<file path="config.mk">
export PLATFORM = sky130hd
export DESIGN_NAME = regfile_stream_decoder
export DESIGN_NICKNAME = d
export VERILOG_FILES = /design/src/rtl/regfile_stream_decoder.sv
export SDC_FILE = /design/constraint.sdc
export NUM_CORES = 1
export LEC_CHECK = 0
export BUFFER_PORTS_ARGS = -buffer_cell sky130_fd_sc_hd__buf_4
export CAP_MARGIN = 10
export CORE_UTILIZATION = 42
export CTS_BUF_LIST = sky130_fd_sc_hd__clkbuf_8
export CTS_CLUSTER_DIAMETER = 80
export DETAILED_ROUTE_END_ITERATION = 8
export SYNTH_ARGS = -nofsm -noshare
export SYNTH_HDL_FRONTEND = slang
export SYNTH_SLANG_ARGS = --single-unit
</file>
<file path="constraint.sdc">
create_clock -name clk -period 2.9 [get_ports clk]
set_clock_uncertainty 0.2 [all_clocks]
set_input_delay 0.145 -clock clk [delete_from_list [all_inputs] [get_ports clk]]
set_output_delay 0.145 -clock clk [all_outputs]
set_load 0.02 [all_outputs]
</file>
<file path="src/rtl/regfile_stream_decoder.sv">
// Streaming register-record decoder: assembles BEATS input beats into one
// NUM_REGS*REG_WIDTH record, register 0 in the MSBs, with framing-error resync.
module regfile_stream_decoder #(
  parameter int REG_WIDTH  = 32,
  parameter int NUM_REGS   = 10,
  parameter int BEAT_WIDTH = 64
) (
  input  logic                            clk,
  input  logic                            rst_n,
  input  logic                            in_valid,
  output logic                            in_ready,
  input  logic [BEAT_WIDTH-1:0]           in_data,
  input  logic                            in_last,
  output logic                            out_valid,
  input  logic                            out_ready,
  output logic [NUM_REGS*REG_WIDTH-1:0]   out_regs,
  output logic                            err_framing,
  output logic [31:0]                     rec_count
);

  localparam int REC_W = NUM_REGS * REG_WIDTH;
  localparam int BEATS = REC_W / BEAT_WIDTH;
  localparam int BC_W  = (BEATS > 1) ? $clog2(BEATS) : 1;
  localparam logic [BC_W-1:0] LAST_BC = BC_W'(BEATS - 1);
  localparam logic [BC_W-1:0] BC_ONE  = BC_W'(1);

  generate
    if (((REC_W % BEAT_WIDTH) != 0) || (BEATS < 2)) begin : g_bad_params
      $error("regfile_stream_decoder: record width must be a multiple (>=2) of BEAT_WIDTH");
    end
  endgenerate

  typedef enum logic {
    ASSEMBLE = 1'b0,
    DISCARD  = 1'b1
  } state_e;

  state_e                  state_q, state_d;
  logic [BC_W-1:0]         bc_q, bc_d;
  logic [BEAT_WIDTH-1:0]   shadow_q [0:BEATS-2];
  logic [BEAT_WIDTH-1:0]   shadow_d [0:BEATS-2];
  logic                    out_valid_q, out_valid_d;
  logic [REC_W-1:0]        out_regs_q, out_regs_d;
  logic                    err_q, err_d;
  logic [31:0]             rec_count_q, rec_count_d;
  logic [REC_W-1:0]        rec_s;
  logic                    at_last_s;
  logic                    beat_fire_s;

  // The final beat may only enter when the held record is free or draining now.
  assign at_last_s   = (bc_q == LAST_BC);
  assign in_ready    = (state_q == DISCARD) || !(at_last_s && out_valid_q && !out_ready);
  assign beat_fire_s = in_valid && in_ready;

  assign out_valid   = out_valid_q;
  assign out_regs    = out_regs_q;
  assign err_framing = err_q;
  assign rec_count   = rec_count_q;

  // Full record as it would look if the current beat completes it.
  always_comb begin
    rec_s = '0;
    for (int i = 0; i < BEATS - 1; i++) begin
      rec_s[REC_W-1-i*BEAT_WIDTH -: BEAT_WIDTH] = shadow_q[i];
    end
    rec_s[BEAT_WIDTH-1:0] = in_data;
  end

  // Next-state logic for framing FSM, shadow buffer and output holding register.
  always_comb begin
    state_d     = state_q;
    bc_d        = bc_q;
    shadow_d    = shadow_q;
    out_valid_d = out_valid_q;
    out_regs_d  = out_regs_q;
    err_d       = 1'b0;
    rec_count_d = rec_count_q;

    if (out_valid_q && out_ready) begin
      out_valid_d = 1'b0;
      rec_count_d = rec_count_q + 32'd1;
    end else begin
      out_valid_d = out_valid_q;
    end

    case (state_q)
      ASSEMBLE: begin
        if (beat_fire_s) begin
          if (at_last_s) begin
            if (in_last) begin
              out_regs_d  = rec_s;
              out_valid_d = 1'b1;
              bc_d        = '0;
            end else begin
              err_d   = 1'b1;
              bc_d    = '0;
              state_d = DISCARD;
            end
          end else if (in_last) begin
            err_d = 1'b1;
            bc_d  = '0;
          end else begin
            for (int i = 0; i < BEATS - 1; i++) begin
              if (bc_q == BC_W'(i)) begin
                shadow_d[i] = in_data;
              end else begin
                shadow_d[i] = shadow_q[i];
              end
            end
            bc_d = bc_q + BC_ONE;
          end
        end else begin
          bc_d = bc_q;
        end
      end
      DISCARD: begin
        if (beat_fire_s && in_last) begin
          state_d = ASSEMBLE;
          bc_d    = '0;
        end else begin
          state_d = DISCARD;
        end
      end
      default: begin
        state_d = ASSEMBLE;
        bc_d    = '0;
      end
    endcase
  end

  // State and output registers.
  always_ff @(posedge clk or negedge rst_n) begin
    if (!rst_n) begin
      state_q     <= ASSEMBLE;
      bc_q        <= '0;
      out_valid_q <= 1'b0;
      out_regs_q  <= '0;
      err_q       <= 1'b0;
      rec_count_q <= 32'd0;
      for (int i = 0; i < BEATS - 1; i++) begin
        shadow_q[i] <= '0;
      end
    end else begin
      state_q     <= state_d;
      bc_q        <= bc_d;
      out_valid_q <= out_valid_d;
      out_regs_q  <= out_regs_d;
      err_q       <= err_d;
      rec_count_q <= rec_count_d;
      for (int i = 0; i < BEATS - 1; i++) begin
        shadow_q[i] <= shadow_d[i];
      end
    end
  end

endmodule

</file>
==> impl_metrics.ini, run 1 <==
[run_status]
status = finished, final reports clean

[power_and_ir_drop]
powerDensity_nw_per_um2 = 958
leakage_nw = 16.7
peakVddDrop_mv = 0.522

[synthesis]
synth_area_um2 = 24300
synth.net_count = 1453
synth_top_area_cell = dfrtp_1
synth.area.top_cells = dfrtp_1, mux2_4, mux2_2
synth_top_family_by_area = multiplexers
yosysTopAreaCellShare_pct = 63.2
synthSimpleGateAreaFrac_pct = 1.80
synth_edf_count = 0
synthArstFlopShare_pct = 100
synth_mux_area_share_pct = 31.2
synth_compound_area_share_pct = 0.159
synth-seq-cells = 614
yosys_warnings = 0
synth_seq_area_share_pct = 63.2
synth_adder_area_share_pct = 0.360
synth_area_per_cell_um2 = 17.7
synth_most_common_cell = dfrtp_1
syn_inst = 1377
synth_xor_area_share_pct = 1.12
synthDistinctLibCells = 32
ys_top_cells_by_count = dfrtp_1, mux2_4, mux2_2
synthFlopType = dfrtp_1

[placement]
gp_congestion = 0.753
place_hpwl_um = 36400
portBuffers = 423
dpl_worst_slack_ps = 497

[grt]
use_met2_pct = 31.0
grt.busiest_layer = met2
first_global_vias = 14856
use_met3_pct = 5.83
grt_overflow = 0
met1_usage_pct = 25.1
grt_use_total_pct = 19.3
antenna_found_initial = 0
grt_max_degree = 93
grt_pass1_wl_um = 88700

[final_layout]
nets = 2051
diodes = 0
final_layout_size_suffix_gt1_share_pct = 56.6
fin_util_pct = 55.3
area_delta_synth_final_pct = 29.2

[clock_network]
postCtsHoldBufs = 88
post_cts_buffers = 0
clk_pin_slew_worst_paths_ps = 60
cts_buffers = 102
cts_sinks = 614
clock_latency_ps = 690
cts_tree = yes
cts-root-buf = clkbuf_8
cts.path.max_buffers = 3
cts_resized = 0
ctsHtreeMaxLevel = 3

[timing]
relSlewSlack_pct = 54.2
setup_viol = 0
setup_tns_ps = 0
rsz0062_at_grt = false
min_period_ps = 2460
worstMarginPinSlew_ps = 684
fin_crit_sh_pct = 84.9
final_hold_viol_count = 0
setup_ws_ps = 438
drv_slew = 0
fmaxAchievable_mhz = 406

[route]
ant_nets = 0
drtPass1Iterations = 4
viasPerCell = 4.87
vias = 13686
drtIter0Drc = 453
wl_um = 56400
post_drt_wl_per_cell_um = 20.1
drc_errors = 0

[setup_path]
cpPeakStageDelay_ps = 420
cp_top_family = simple AND/OR/NAND/NOR gates
crit_chain = inv_1 -> ha_1 -> nand4b_1 -> or2_2 -> buf_4
cp.required_ps = 2560
worstPathArrival_ps = 2120
crit_path_end_kind = primary output
slowest_stage = dfrtp_1
critPathLaunchType = flop
worstSetupPathType = reg2out
worst-path-buf-inv = 2
critPathMaxFanout = 5

[die]
core-area_um2 = 56800
die_y_um = 243
std_cell_rows = 87
die_x_um = 243
num_io_pins = 424
start_util_pct = 42.8
die_area_um2 = 58900

[worst_hold_path]
hp-class = in2reg

[job]
drv_cap = 0
-- sequential cells by signal (all words and copies together) (netlist names) --
| signal | flops |
|---|---|
| rec_count | 32 |
| state_q | 1 |
| err_framing | 1 |
| out_valid | 1 |
| rec_s | 256 |
| bc_q | 3 |
| out_regs | 320 |
-- layer usage --
metal	vias up	part of all wire [%]
met4	0	2.1
met2	333	48
met1	7180	44
li1	6096	-
met3	77	6.0
met5	-	0
-- worst paths after layout --
check	slack, ps	endpoint	startpoint	cells after the start
min in group asynchronous	520	out_regs[162]$_DFFE_PN0P_	rst_n	4
max	440	in_ready	bc_q[0]$_DFFE_PN0P_	5
min	70	rec_s[147]$_DFFE_PN0P_	in_data[19]	3
max reg2reg	500	out_regs[29]$_DFFE_PN0P_	bc_q[0]$_DFFE_PN0P_	8
min reg2reg	280	out_regs[236]$_DFFE_PN0P_	rec_s[236]$_DFFE_PN0P_	1
max in group asynchronous	1440	out_regs[136]$_DFFE_PN0P_	rst_n	4
-- stage by stage --
step	cell area [um2]	hold slack, ps	power (mW)	std cells
floorplan	24300	-351	18.8	1377
global placement	28500	-54.6	22.4	2539
detailed placement	28500	-57.7	22.7	2539
CTS	31400	1.48	30.5	2809
global route	31400	28.5	31.7	2809
finish	31400	70.2	30.1	2809
-- placed cells by master (no fill, tap or decap), types with 2 or more instances in the layout --
| cell type | instances |
|---|---|
| clkbuf_8 | 128 |
| clkinvlp_4 | 5 |
| and3_1 | 7 |
| mux2_4 | 289 |
| buf_4 | 451 |
| nand3_1 | 11 |
| nor3_1 | 2 |
| buf_12 | 15 |
| or2_2 | 2 |
| mux2_1 | 37 |
| mux2_2 | 251 |
| nand4_1 | 14 |
| nor3_2 | 2 |
| a31oi_1 | 2 |
| o21ai_0 | 2 |
| dfrtp_1 | 614 |
| nand2_4 | 4 |
| xnor2_1 | 27 |
| nor2_1 | 7 |
| nand2_1 | 17 |
| clkinv_2 | 8 |
| inv_1 | 43 |
| nand2b_1 | 3 |
| dlygate4sd3_1 | 87 |
| xor2_1 | 4 |
| ha_1 | 7 |
-- logic make-up (layout without fill, tap and decap cells) --
group | count (synthesis) | after routing
multiplexers | 577 | 577
buffers and inverters | 66 | 742
flip-flops | 614 | 614
AO/OA/AOI/OAI | 6 | 6
XOR/XNOR | 31 | 31
adder cells (fa/ha/maj) | 7 | 7
AND/OR/NAND/NOR | 76 | 76
-- report_power, final --
group / internal, mW / switching (mW) / total (mW)
combinational: 5.09 / 3.97 / 9.06
clock: 4.05 / 3.42 / 7.47
sequential: 11.7 / 1.82 / 13.5
-- worst min-delay path: cells and delay by family --
kind,cells,cell delay [ps]
buffers and inverters,2,640
multiplexers,1,130
-- area by class of cell --
type                    instances  area [um2]
repair buffers                555        4600
well taps                     756         946
multi-input cells             697        8450
inverters                       5        18.8
clock buffers                 128        1760
clock inverters                54         275
flip-flops and latches        614       15400
fillers                      4646       25400
(Power assumes the default switching activity.)
==> run 2: changes to the inputs <==
PLACE_DENSITY = 0.65   (was not set)
clock period = 2.08 ns   (was 2.9 ns; I/O delays follow)
==> impl_metrics.ini, run 2 (synthesis results as in run 1) <==
[die]
die_x_um = 243
die_area_um2 = 58900
die_y_um = 243
std_cell_rows = 87
core-area_um2 = 56800
start_util_pct = 42.8
num_io_pins = 424

[power_and_ir_drop]
p_sw_mw = 12.9
powerDensity_nw_per_um2 = 1300
peakVddDrop_mv = 0.839
intPower_mw = 29.2
power_frac_clock_pct = 24.0
leakage_nw = 17.2
p_sw_share_pct = 30.7
power_frac_comb_pct = 30.8
power_frac_seq_pct = 45.2

[worst_hold_path]
whs_path_depth = 3
hold_start = in_data[33]
hp-class = in2reg

[final_layout]
diodes = 0
area_delta_synth_final_pct = 33.2
largest_register_ffs = 320
multi_input_area_um2 = 8510
nets = 2127
final_common_cell = dfrtp_1
final_layout_size_suffix_gt1_share_pct = 56.5
layout_common_cells = dfrtp_1, buf_4, mux2_4
fin_cells = 2879
register_area_um2 = 15400
fillers = 4456

[timing]
min_period_ps = 2170
fmaxAchievable_mhz = 462
fin_crit_sh_pct = 104
setup_tns_ps = -1890
drv_slew = 0
final_hold_viol_count = 0
setup_ws_ps = -86.7
setup_viol = 89
worstMarginPinSlew_ps = 518
rsz0062_at_grt = true
relSlewSlack_pct = 65.3

[setup_path]
critPathLaunchType = flop
worstRegToRegCells = 7
critPathLaunch = bc_q[0]$_DFFE_PN0P_
cp.required_ps = 1780
slowest_stage = dfrtp_1
worstPathArrival_ps = 1860
worstSetupPathType = reg2out
critPathMaxFanout = 2
crit_chain = inv_2 -> ha_4 -> buf_6 -> nand4b_1 -> or2_4 -> buf_6
crit_path_end_kind = primary output
cp_common_cell = buf_6
rr_startpoint = bc_q[1]$_DFFE_PN0P_
cpPeakStageDelay_ps = 390

[clock_network]
cts.path.max_buffers = 3
cts_tree = yes
cts_buffers = 101
clk_pin_slew_worst_paths_ps = 60
cts_sinks = 614
ctsHtreeMaxLevel = 3
cts-root-buf = clkbuf_8
clock_latency_ps = 670

[grt]
grt_use_total_pct = 19.5
first_global_vias = 15202
antenna_found_initial = 0
grt_overflow = 0
grt_max_degree = 82
grt_pass1_wl_um = 90100

[run_status]
failed_checks = setup timing
status = finished with violations

[placement]
portBuffers = 423
gp_congestion = 0.789
place_hpwl_um = 36700
place_inst = 2561

[route]
viasPerCell = 4.85
post_drt_wl_per_cell_um = 20.1
drtPass1Iterations = 4
ant_nets = 0
vias = 13975
drtIter0Drc = 574
wl_um = 57900
drc_errors = 0

[job]
drv_cap = 0
==> run 2: metal layers <==
layer / part of all wire (%) / track usage (%)
met3: 5.9 / 5.37
met1: 43 / 25.3
met2: 49 / 31.5
met5: 0 / 0
met4: 2.8 / 6.96
==> run 2: per-stage QoR <==
step | power, mW | area, um2 | util (%) | setup WS (ps) | hold WS [ps]
3_3_place_gp | 31.4 | 28900 | 50.8 | -42.3 | -191
6_report | 42.1 | 32400 | 57.0 | -86.7 | 55.1
5_1_grt | 44.2 | 32400 | 57.0 | -200 | 18.1
2_1_floorplan | 26.3 | 24300 | - | 84.0 | -392
4_1_cts | 42.5 | 32200 | 56.7 | -176 | 0.488
3_5_place_dp | 31.9 | 28900 | 50.8 | -79.2 | -183
==> run 2: worst paths after layout <==
check / to / slack [ps]
worst max register to register: rec_s[77]$_DFFE_PN0P_ / -70
worst min-delay path: rec_s[97]$_DFFE_PN0P_ / 60
min in group asynchronous: out_regs[97]$_DFFE_PN0P_ / 410
worst min register to register: rec_count[31]$_DFFE_PN0P_ / 280
worst max-delay path: in_ready / -90
max in group asynchronous: rec_count[10]$_DFFE_PN0P_ / 690
==> run 2: area by class of cell <==
cell class              instances  area share [%]
clock buffers                 123            5.22
clock inverters                52           0.795
inverters                       5          0.0579
multi-input cells             697            26.3
flip-flops and latches        614            47.4
well taps                     756            2.92
repair buffers                632            17.3
==> run 2: repair_timing <==
item                                    4_1_cts  5_1_grt
cloned                                        1        5
pin swaps                                     3        4
endpoints found under the setup margin      194      213
hold endpoints to repair                    985        0
gates resized for setup                       9       10
setup buffers                                 5        5
hold buffers                                127        0
==> run 2: power groups by stage <==
stage | combinational (mW) | clock, mW | sequential (mW)
2_1_floorplan | 5.58 | 0 | 20.7
3_3_place_gp | 12.4 | 0 | 19.0
3_5_place_dp | 12.7 | 0 | 19.2
4_1_cts | 13.0 | 10.4 | 19.0
5_1_grt | 13.7 | 11.0 | 19.5
6_report | 12.9 | 10.1 | 19.0
==> run 2: worst max-delay path: cells and delay by family, from the launching register on <==
kind / cells / cell delay, ps
fa+ha+maj: 1 / 140
buf+inv: 3 / 300
flops: 1 / 390
simple gates: 2 / 380
==> run 3: changes to the inputs <==
SETUP_SLACK_MARGIN = 0.2   (was not set)
==> impl_metrics.ini, run 3 (synthesis results as in run 1) <==
[timing]
relSlewSlack_pct = 65.1
drv_slew = 0
setup_viol = 371
setup_ws_ps = -161
min_period_ps = 2240
worstMarginPinSlew_ps = 523
fmaxAchievable_mhz = 446
rsz0062_at_grt = true
fin_crit_sh_pct = 108
whs_ps = 61.1
final_hold_viol_count = 0

[final_layout]
layout_common_cells = dfrtp_1, buf_4, mux2_4
final_area_um2 = 33100
diodes = 0
final_common_cell = dfrtp_1
nets = 2146
largest_register_ffs = 320
final_layout_size_suffix_gt1_share_pct = 56.8
fin_cells = 2901
area_delta_synth_final_pct = 36.2

[placement]
dpl_worst_slack_ps = -23.5
place_hpwl_um = 37000
portBuffers = 423
gp_congestion = 0.797
placed_area_um2 = 28700
place_inst = 2549

[setup_path]
slowest_stage = dfrtp_1
critPathLaunch = bc_q[1]$_DFFE_PN0P_
cp.required_ps = 2420
rr_endpoint = out_regs[95]$_DFFE_PN0P_
crit_chain = inv_2 -> ha_4 -> buf_6 -> nand2_4 -> nor2_4 -> nand4_4 -> buf_12 -> buf_8 -> buf_16 -> clkbuf_16 -> mux2_4
worstPathArrival_ps = 2580
rr_startpoint = bc_q[1]$_DFFE_PN0P_
crit_path_end_kind = flop
endpoint = out_regs[95]$_DFFE_PN0P_
r2r_slack_ps = -160
cpPeakStageDelay_ps = 390
worstSetupPathType = reg2reg
critPathLaunchType = flop
worstRegToRegCells = 11
critPathMaxFanout = 7

[die]
core-area_um2 = 56800
die_area_um2 = 58900
die_y_um = 243
num_io_pins = 424
std_cell_rows = 87
die_x_um = 243
start_util_pct = 42.8

[clock_network]
cts_sinks = 614
clk_pin_slew_worst_paths_ps = 60
cts_tree = yes
ctsHtreeMaxLevel = 3
clock_latency_ps = 680
cts_buffers = 101
cts-root-buf = clkbuf_8
cts.path.max_buffers = 3

[route]
wl_um = 61600
drc_errors = 0
viasPerCell = 4.92
drtPass1Iterations = 4
ant_nets = 0
vias = 14267
drtIter0Drc = 439
post_drt_wl_per_cell_um = 21.2

[worst_hold_path]
hp-class = in2reg

[grt]
grt_overflow = 0
first_global_vias = 15286
grt_pass1_wl_um = 92600
grt_use_total_pct = 20.2
grt_max_degree = 101
antenna_found_initial = 0

[run_status]
status = finished with violations
failed_checks = setup timing

[power_and_ir_drop]
power_mw = 42.2
powerDensity_nw_per_um2 = 1270
peakVddDrop_mv = 0.634
leakage_nw = 17.6

[job]
drv_cap = 0
==> run 3: cell count changes in the layout (fill, tap and decap cells not counted), sizes merged <==
cell | before | now
bufinv | 1 | 0
inv | 44 | 53
clkbuf | 127 | 141
clkinv | 8 | 4
buf | 501 | 511
clkinvlp | 4 | 2
dlygate4sd3 | 126 | 122
==> run 3: worst max-delay path, delay by kind of cell, from the launching register on <==
family                   cells  cell delay, ps
AND/OR/NAND/NOR              3             280
adder cells (fa/ha/maj)      1             150
multiplexers                 1             290
buffers and inverters        6             800
flip-flops                   1             390
==> run 3: report_power, final <==
| group | internal, mW | switching, mW |
|---|---|---|
| Clock | 5.34 | 4.69 |
| Sequential | 16.4 | 2.65 |
| Combinational | 7.49 | 5.69 |
| Total | 29.2 | 13.0 |
==> run 3: cell type report <==
class                           count  area (um2)
Fill cell                        4407       23700
Clock inverter                     54         225
Clock buffer                      124        1710
Multi-Input combinational cell    697        8480
Sequential cell                   614       15400
Inverter                            5        18.8
Timing Repair Buffer              651        6400
Tap cell                          756         946
==> run 3: worst min-delay path by stage <==
stage	slack, ps	cells after the start	endpoint	startpoint
final	60	3	rec_s[207]$_DFFE_PN0P_	in_data[15]
after global routing	30	3	rec_s[271]$_DFFE_PN0P_	in_data[15]
after CTS	0.3	3	rec_s[306]$_DFFE_PN0P_	in_data[50]
after detailed placement	-140	1	out_regs[127]$_DFFE_PN0P_	rst_n
after global placement	-140	1	out_regs[127]$_DFFE_PN0P_	rst_n
after floorplan	-390	0	bc_q[0]$_DFFE_PN0P_	rst_n
==> run 3: per-stage QoR <==
stage          util (%)  TNS (ps)
6_report           58.3    -26990
5_1_grt            58.3    -50250
4_1_cts            57.2    -37810
3_5_place_dp       50.5      -722
3_3_place_gp       50.5      -286
2_1_floorplan         -         0
==> run 3: timing repair <==
item / CTS / global route
buffers inserted: 12 / 6
gates resized for setup: 41 / 26
setup endpoints to repair: 385 / 491
cloned: 14 / 19
hold buffers: 123 / 0
endpoints found under the hold margin: 973 / 0
pin swaps: 3 / 3
==> run 3: metal layers <==
metal | wire (um) | global-route usage, % | part of all wire (%)
met2 | 29900 | 32.7 | 49
met4 | 1490 | 7.21 | 2.4
met1 | 26900 | 26.5 | 44
met5 | 0 | 0 | 0
met3 | 3290 | 4.98 | 5.3
